### src/rtl/cnn_layer_accel_octo_input_router.sv
// Input router for the octo block: decodes packet headers and steers payload
// words onto the shared datain bus with a pixel or sequencer tag.
module cnn_layer_accel_octo_input_router #(
    parameter int C_PIXEL_WIDTH = 18,
    parameter int C_LEN_WIDTH   = 16
) (
    input  logic                     clk,
    input  logic                     rst,
    input  logic [C_PIXEL_WIDTH-1:0] s_data,
    input  logic                     s_valid,
    output logic                     s_rdy,
    output logic [C_PIXEL_WIDTH-1:0] datain,
    output logic                     datain_valid,
    output logic                     pixel_datain_tag,
    input  logic                     pixel_datain_rdy,
    output logic                     seq_datain_tag,
    input  logic                     seq_datain_rdy,
    output logic                     busy,
    output logic                     pkt_done,
    output logic                     err_type
);

    localparam logic [1:0] ST_HDR  = 2'd0;
    localparam logic [1:0] ST_SEQ  = 2'd1;
    localparam logic [1:0] ST_PIX  = 2'd2;
    localparam logic [1:0] ST_DROP = 2'd3;

    logic [1:0]             state;
    logic [C_LEN_WIDTH-1:0] rem;
    logic                   last_q;

    logic [1:0]             hdr_type;
    logic [C_LEN_WIDTH-1:0] hdr_len;
    logic                   out_xfer;
    logic                   out_free;
    logic                   in_xfer;
    logic                   rem_last;

    assign hdr_type = s_data[C_LEN_WIDTH+1:C_LEN_WIDTH];
    assign hdr_len  = s_data[C_LEN_WIDTH-1:0];
    assign rem_last = (rem == C_LEN_WIDTH'(1));

    assign out_xfer = datain_valid &
                      ((pixel_datain_tag & pixel_datain_rdy) |
                       (seq_datain_tag & seq_datain_rdy));
    assign out_free = ~datain_valid | out_xfer;
    assign in_xfer  = s_valid & s_rdy;
    assign busy     = (state != ST_HDR) | datain_valid;

    // s_rdy is held low while reset is asserted so the stream never sees
    // an acceptance the core cannot act on.
    always_comb begin
        s_rdy = 1'b0;
        unique case (state)
            ST_HDR:  s_rdy = 1'b1;
            ST_SEQ:  s_rdy = out_free;
            ST_PIX:  s_rdy = out_free;
            ST_DROP: s_rdy = 1'b1;
            default: s_rdy = 1'b0;
        endcase
        s_rdy = s_rdy & ~rst;
    end

    always_ff @(posedge clk or posedge rst) begin
        if (rst) begin
            state            <= ST_HDR;
            rem              <= '0;
            last_q           <= 1'b0;
            datain           <= '0;
            datain_valid     <= 1'b0;
            pixel_datain_tag <= 1'b0;
            seq_datain_tag   <= 1'b0;
            pkt_done         <= 1'b0;
            err_type         <= 1'b0;
        end else begin
            pkt_done <= out_xfer & last_q;

            if (out_xfer) begin
                datain_valid     <= 1'b0;
                pixel_datain_tag <= 1'b0;
                seq_datain_tag   <= 1'b0;
                last_q           <= 1'b0;
            end

            unique case (state)
                ST_HDR: begin
                    if (in_xfer) begin
                        if (hdr_type[1])
                            err_type <= 1'b1;
                        if (hdr_len != '0) begin
                            rem <= hdr_len;
                            unique case (1'b1)
                                hdr_type[1]: state <= ST_DROP;
                                hdr_type[0]: state <= ST_PIX;
                                default:     state <= ST_SEQ;
                            endcase
                        end
                    end
                end
                ST_SEQ, ST_PIX: begin
                    // in_xfer implies out_free, so this load wins over the clear above
                    if (in_xfer) begin
                        datain           <= s_data;
                        datain_valid     <= 1'b1;
                        pixel_datain_tag <= (state == ST_PIX);
                        seq_datain_tag   <= (state == ST_SEQ);
                        last_q           <= rem_last;
                        rem              <= rem - C_LEN_WIDTH'(1);
                        if (rem_last)
                            state <= ST_HDR;
                    end
                end
                ST_DROP: begin
                    if (in_xfer) begin
                        rem <= rem - C_LEN_WIDTH'(1);
                        if (rem_last)
                            state <= ST_HDR;
                    end
                end
                default: state <= ST_HDR;
            endcase
        end
    end

endmodule

### config.mk
export PLATFORM = sky130hd
export DESIGN_NAME = cnn_layer_accel_octo_input_router
export DESIGN_NICKNAME = d
export VERILOG_FILES = /design/src/rtl/cnn_layer_accel_octo_input_router.sv
export SDC_FILE = /design/constraint.sdc
export NUM_CORES = 1
export LEC_CHECK = 0
export CORE_UTILIZATION = 35
export CTS_CLUSTER_SIZE = 30
export DETAILED_ROUTE_END_ITERATION = 8
export SYNTH_ARGS = -nofsm -noshare
export SYNTH_HDL_FRONTEND = slang
export SYNTH_SLANG_ARGS = --single-unit
export TNS_END_PERCENT = 100
### constraint.sdc
create_clock -name clk -period 2.6 [get_ports clk]
set_input_delay 0.52 -clock clk [delete_from_list [all_inputs] [get_ports clk]]
set_output_delay 0.52 -clock clk [all_outputs]
set_load 0.01 [all_outputs]
======== After elaboration in Yosys (flattened, before gate mapping) ========
Index checks and enable logic that the tools add are counted.
operators by class
  $add $sub $neg .......................... 1
  equal/unequal tests ..................... 8
  mux-type cells .......................... 23
  bitwise logic cells ..................... 11
  reduce and logical (&&, ||, !) cells .... 10
operators with widths
  kind                                                 count
  two-way mux 16 bit                                   3
  one-hot mux 16 bit (2 select lines)                  1
  == test 16 x 1 -> 1 bit (second input constant)      1
  nonzero test 16 bit                                  1
  subtractor 16 x 1 -> 16 bit (second input constant)  1
  two-way mux 1 bit                                    12
  two-way mux 2 bit                                    4
  one-hot mux 2 bit (2 select lines)                   2
  bitwise AND 1 bit                                    6
  AND reduction 3 bit                                  2
  == test 2 bit (second input constant)                2
  != test 2 x 1 -> 1 bit (second input constant)       2
  != test 2 bit (second input constant)                2
  AND reduction 4 bit                                  1
  OR reduction 2 bit                                   2
  bitwise OR 1 bit                                     3
  OR reduction 3 bit                                   1
  == test 2 x 1 -> 1 bit (second input constant)       1
  logical NOT 2 bit                                    1
  NOT 1 bit                                            2
  one-hot mux 1 bit (2 select lines)                   1
  AND reduction 2 bit                                  1
  nonzero test 2 bit                                   1
word-level totals
  register bits after elaboration ......... 42
  input port bits ......................... 23
  output and inout bits ................... 25
  word-level logic and storage cells ...... 62

======== Depth between registers and ports, before layout ========
  word-level depth ........................ 9
  gate-level depth with buffers ........... 9
  depth with buffers taken out ............ 7

======== Worst setup path before layout ========
No wires, ideal clock.
  path type ............................... register -> register
  start point ............................. register state[0]
  end point ............................... register datain[0]
  library setup time ...................... 0.125 ns
  data arrival time ....................... 1.913 ns
  required time ........................... 2.475 ns
  slack ................................... 0.562 ns
  cell stages (with the launch flop) ...... 8
  path buffers ............................ 2
  clock period less this slack ............ 2.038 ns
  cells stage by stage .................... dfrtp_1 > inv_1 > ha_1 > a311oi_4 > and2_1 > buf_4 > buf_6 > mux2_2
on the way
  cells in the longest elaborated chain, start to end .. 6
  elaborated cells between the ends (all ways) .. 10
  those cells by class .................... 3 x eq/ne; 1 x mux; 2 x bitwise; 4 x reduce/logical
ends and longest elaborated chain
  what                                   line  source
  start: declaration                     28    logic [1:0] state;
  start signal: assignment               66    state <= ST_HDR;
  start signal: assignment               93    hdr_type[1]: state <= ST_DROP;
  start signal: assignment               94    hdr_type[0]: state <= ST_PIX;
  == test 2 bit (tied with other cells)  54    unique case (state)
  OR reduction 2 bit (no line)           -
  one-hot mux 1 bit (2 select lines)     54
  bitwise AND 1 bit                      61    s_rdy = s_rdy & ~rst;
  bitwise AND 1 bit                      47    assign in_xfer = s_valid & s_rdy;
  AND reduction 2 bit (no line) (*)      -
  end signal: assignment                 103   datain <= s_data;
  end: declaration                       12    output logic [C_PIXEL_WIDTH-1:0] datain,
Every way passes the cells marked *; elsewhere a longest branch is shown, timed or not.
A chain may end at the register's enable or synchronous reset.

======== Worst setup path after layout ========
  start point ............................. input port pixel_datain_rdy
  end point ............................... output port s_rdy
on the way
  cells in the longest elaborated chain, start to end .. 6
ends and longest elaborated chain
  what                                line  source
  start: declaration                  15    input logic pixel_datain_rdy,
  bitwise AND 1 bit                   44    ((pixel_datain_tag & pixel_datain_rdy) |
  bitwise OR 1 bit                    44
  bitwise AND 1 bit                   43    assign out_xfer = datain_valid &
  bitwise OR 1 bit                    46    assign out_free = ~datain_valid | out_xfer;
  one-hot mux 1 bit (2 select lines)  54
  bitwise AND 1 bit                   61
  end: declaration                    11    output logic s_rdy,
Every way passes these cells.

==> impl_metrics.csv <==
group,metric,value,unit
status,status,"finished clean",
clocking,clock_latency,0.30,ns
setup_path,endpoint,"s_rdy",
synth,ys_ff_latch,42,
min_path,hp-class,"reg -> reg",
power_and_ir_drop,swShare,0.371,
synth,ys_seq_area_frac,0.462,
synth,yosysTopAreaCellShare,0.462,
sta,fin_setup_tns,0,ns
power_and_ir_drop,power_density,1100,nW/µm²
setup_path,timing.rr.start,"state[0]",
cells_and_area,drive_above_1_share,0.209,
sta,drv_slew,0,
sta,timing.fmax,0.405,GHz
synth,synth_top_area_cell,"dfrtp_1",
power_and_ir_drop,p_leak,1.23,nW
setup_path,r2r-end,"rem[12]",
synth,synth_edf_count,0,
sta,rsz0062_at_grt,"false",
power_and_ir_drop,clkPwrFrac,0.131,
sta,min_period,2.47,ns
cells_and_area,utilization,0.496,
route,drtPass1Iterations,4,
synth,synth_cell_type_count,54,
route,wl,5230,µm
setup_path,startpoint,"pixel_datain_rdy",
clocking,clkTransAtPathRegs,0.08,ns
setup_path,ff2ff_setup_slack,0.39,ns
setup_path,endpoint_kind,"output port",
synth,syn-num-nets,243,
floorplan,fp.dieW,82.6,µm
synth,netlist_top_cells_count,"dfrtp_1, nand2_1, nor2_1",
setup_path,cp_max_fo,3,
global_routing,grt_max_degree,43,
route,detail-route-antenna-nets,0,
floorplan,ios,48,
cells_and_area,finalNonFillerCells,357,
global_routing,grt_pass1_vias,1778,
synth,yosys_warnings,0,
power_and_ir_drop,seq_power_share,0.366,
power_and_ir_drop,combPwrFrac,0.502,
route,vias,1920,
cells_and_area,seqCellArea,1050,µm²
global_routing,antenna_found_initial,0,
route,wl_per_cell,14.6,µm
route,viasPerCell,5.38,
floorplan,row_count,28,
synth,avgSynthCellArea,10.6,µm²
sta,fin_skew,0.00516,ns
run,drv_cap,0,
synth,yosysMostFrequentCell,"dfrtp_1",
synth,synthArstFlopShare,1.00,
placement,dp.cells,349,
sta,finalSetupViolCount,0,
clocking,cts_tree,"yes",
setup_path,rr_worst_depth,8,
synth,synthCells,215,
global_routing,grtUsageTotal,0.169,
clocking,numCtsBuffers,5,
synth,synth.cell_area,2270,µm²
clocking,cts.repair.resized,0,
floorplan,dieArea,6820,µm²
cells_and_area,nNetsFinal,309,
clocking,cts_setup_buffers,0,
clocking,cts_hold_buf,0,
floorplan,core_area,6100,µm²
cells_and_area,area_growth_syn_to_layout,33.1,%
sta,fin_crit_sh,0.949,
placement,portBuffers,47,
sta,max-slew-margin-rel,0.632,
clocking,clock-sinks,42,
placement,gp_congestion,0.841,
cells_and_area,fill_cells,589,
synth,ys.flop_type,"dfrtp_1",
global_routing,grt-ovfl-total,0,
placement,dp.final_hpwl,3920,µm
setup_path,cp_data_required_time,2.08,ns
route,dr.first_iter.drc_count,92,
synth,synthTopCellsByArea,"dfrtp_1, mux2_2, nand2_1",
clocking,htreeDepth,2,
clocking,cts-root-buf,"clkbuf_8",
setup_path,startpoint_type,"input port",
floorplan,die_y,82.6,µm
clocking,cts_buffer_depth,2,
power_and_ir_drop,p_switching,1.23,mW
floorplan,start_util,0.373,
route,drc,0,
cells_and_area,multiInputGateArea,1090,µm²
setup_path,critical_path_class,"in -> out",
sta,worst_slew_pin_slew,0.552,ns
global_routing,grt_pass1_wl,8600,µm
setup_path,crit_arrival,1.95,ns
sta,hold_violations,0,
power_and_ir_drop,p_int,2.09,mW
power_and_ir_drop,ir_drop,705,µV
cells_and_area,diodes,0,
-- metal layers --
layer / share of wire / GRT usage
met1: 0.47 / 0.231
met2: 0.48 / 0.268
met3: 0.041 / 0.0308
met4: 0.013 / 0.0586
met5: 0 / 0
-- worst min-delay path by stage --
| stage | start | endpoint | depth (start not counted) | slack, ns |
|---|---|---|---|---|
| 5_1_grt | last_q | pkt_done | 2 | 0.51 |
| 3_3_place_gp | err_type | err_type | 1 | 0.48 |
| 2_1_floorplan | rem[14] | rem[14] | 1 | 0.47 |
| 4_1_cts | last_q | pkt_done | 2 | 0.50 |
| 3_5_place_dp | err_type | err_type | 1 | 0.49 |
| 6_report | err_type | err_type | 1 | 0.50 |
-- area by class of cell --
class / count / share of cell area
Multi-Input combinational cell: 148 / 0.361
Clock buffer: 7 / 0.0285
Sequential cell: 42 / 0.347
Inverter: 14 / 0.0174
Clock inverter: 1 / 0.00165
Tap cell: 75 / 0.0310
Timing Repair Buffer: 70 / 0.213
-- flip-flops by register name, summed over array words and instances (netlist names) --
register and cells:
datain 18, rem 16, state 2, datain_valid 1, err_type 1, last_q 1
pixel_datain_tag 1, pkt_done 1, seq_datain_tag 1
-- critical path, cell delays in order --
cell and delay [ns]:
clkdlybuf4s50_1 0.48, a22oi_2 0.10, buf_4 0.15, a31oi_1 0.15, clkdlybuf4s50_1 0.55
-- cell usage in the layout, fill, tap and decap left out, drive strengths merged, types with 2 or more instances in the layout --
cell type	netlist	routed
clkdlybuf4s50	0	47
dfrtp	42	42
buf	6	23
mux2	18	18
nor2	17	17
nand2	17	17
inv	14	14
o21ai	11	11
nor3	8	8
nand3	7	7
clkbuf	5	7
ha	5	5
o22ai	4	4
nand4	4	4
o211ai	4	4
nor4	4	4
or3	3	3
nor2b	3	3
a211o	3	3
nand2b	3	3
or4	3	3
a211oi	3	3
o2bb2ai	2	2
and3	2	2
a21oi	2	2
a31oi	2	2
o32a	2	2
o32ai	2	2
nand3b	2	2
a32oi	2	2
o311ai	2	2
nor3b	2	2
-- cells by family after synthesis --
logic type / synth area share
and+or+nand+nor: 0.200
DFF: 0.462
muxes: 0.0936
buffers and inverters: 0.0567
adders and majority gates: 0.0275
AOI/OAI and AO/OA: 0.160
-- power by group through the flow --
| stage | Combinational, mW | Clock [mW] | Sequential, mW |
|---|---|---|---|
| global route | 1.85 | 0.478 | 1.27 |
| floorplan | 0.941 | 0 | 1.27 |
| CTS | 1.69 | 0.454 | 1.22 |
| finish | 1.67 | 0.437 | 1.22 |
| detailed placement | 1.69 | 0 | 1.23 |
| global placement | 1.67 | 0 | 1.22 |
-- per-stage QoR --
stage | instance area [µm²] | power (mW) | setup slack (ns) | hold slack [ns]
final | 3030 | 3.33 | 0.134 | 0.496
after global routing | 3030 | 3.59 | 0.00542 | 0.513
after CTS | 3030 | 3.37 | 0.123 | 0.501
after detailed placement | 2930 | 2.92 | 0.0373 | 0.488
after global placement | 2930 | 2.89 | 0.110 | 0.476
after floorplan | 2270 | 2.21 | 0.562 | 0.469
Power figures use the tool's default switching activity.
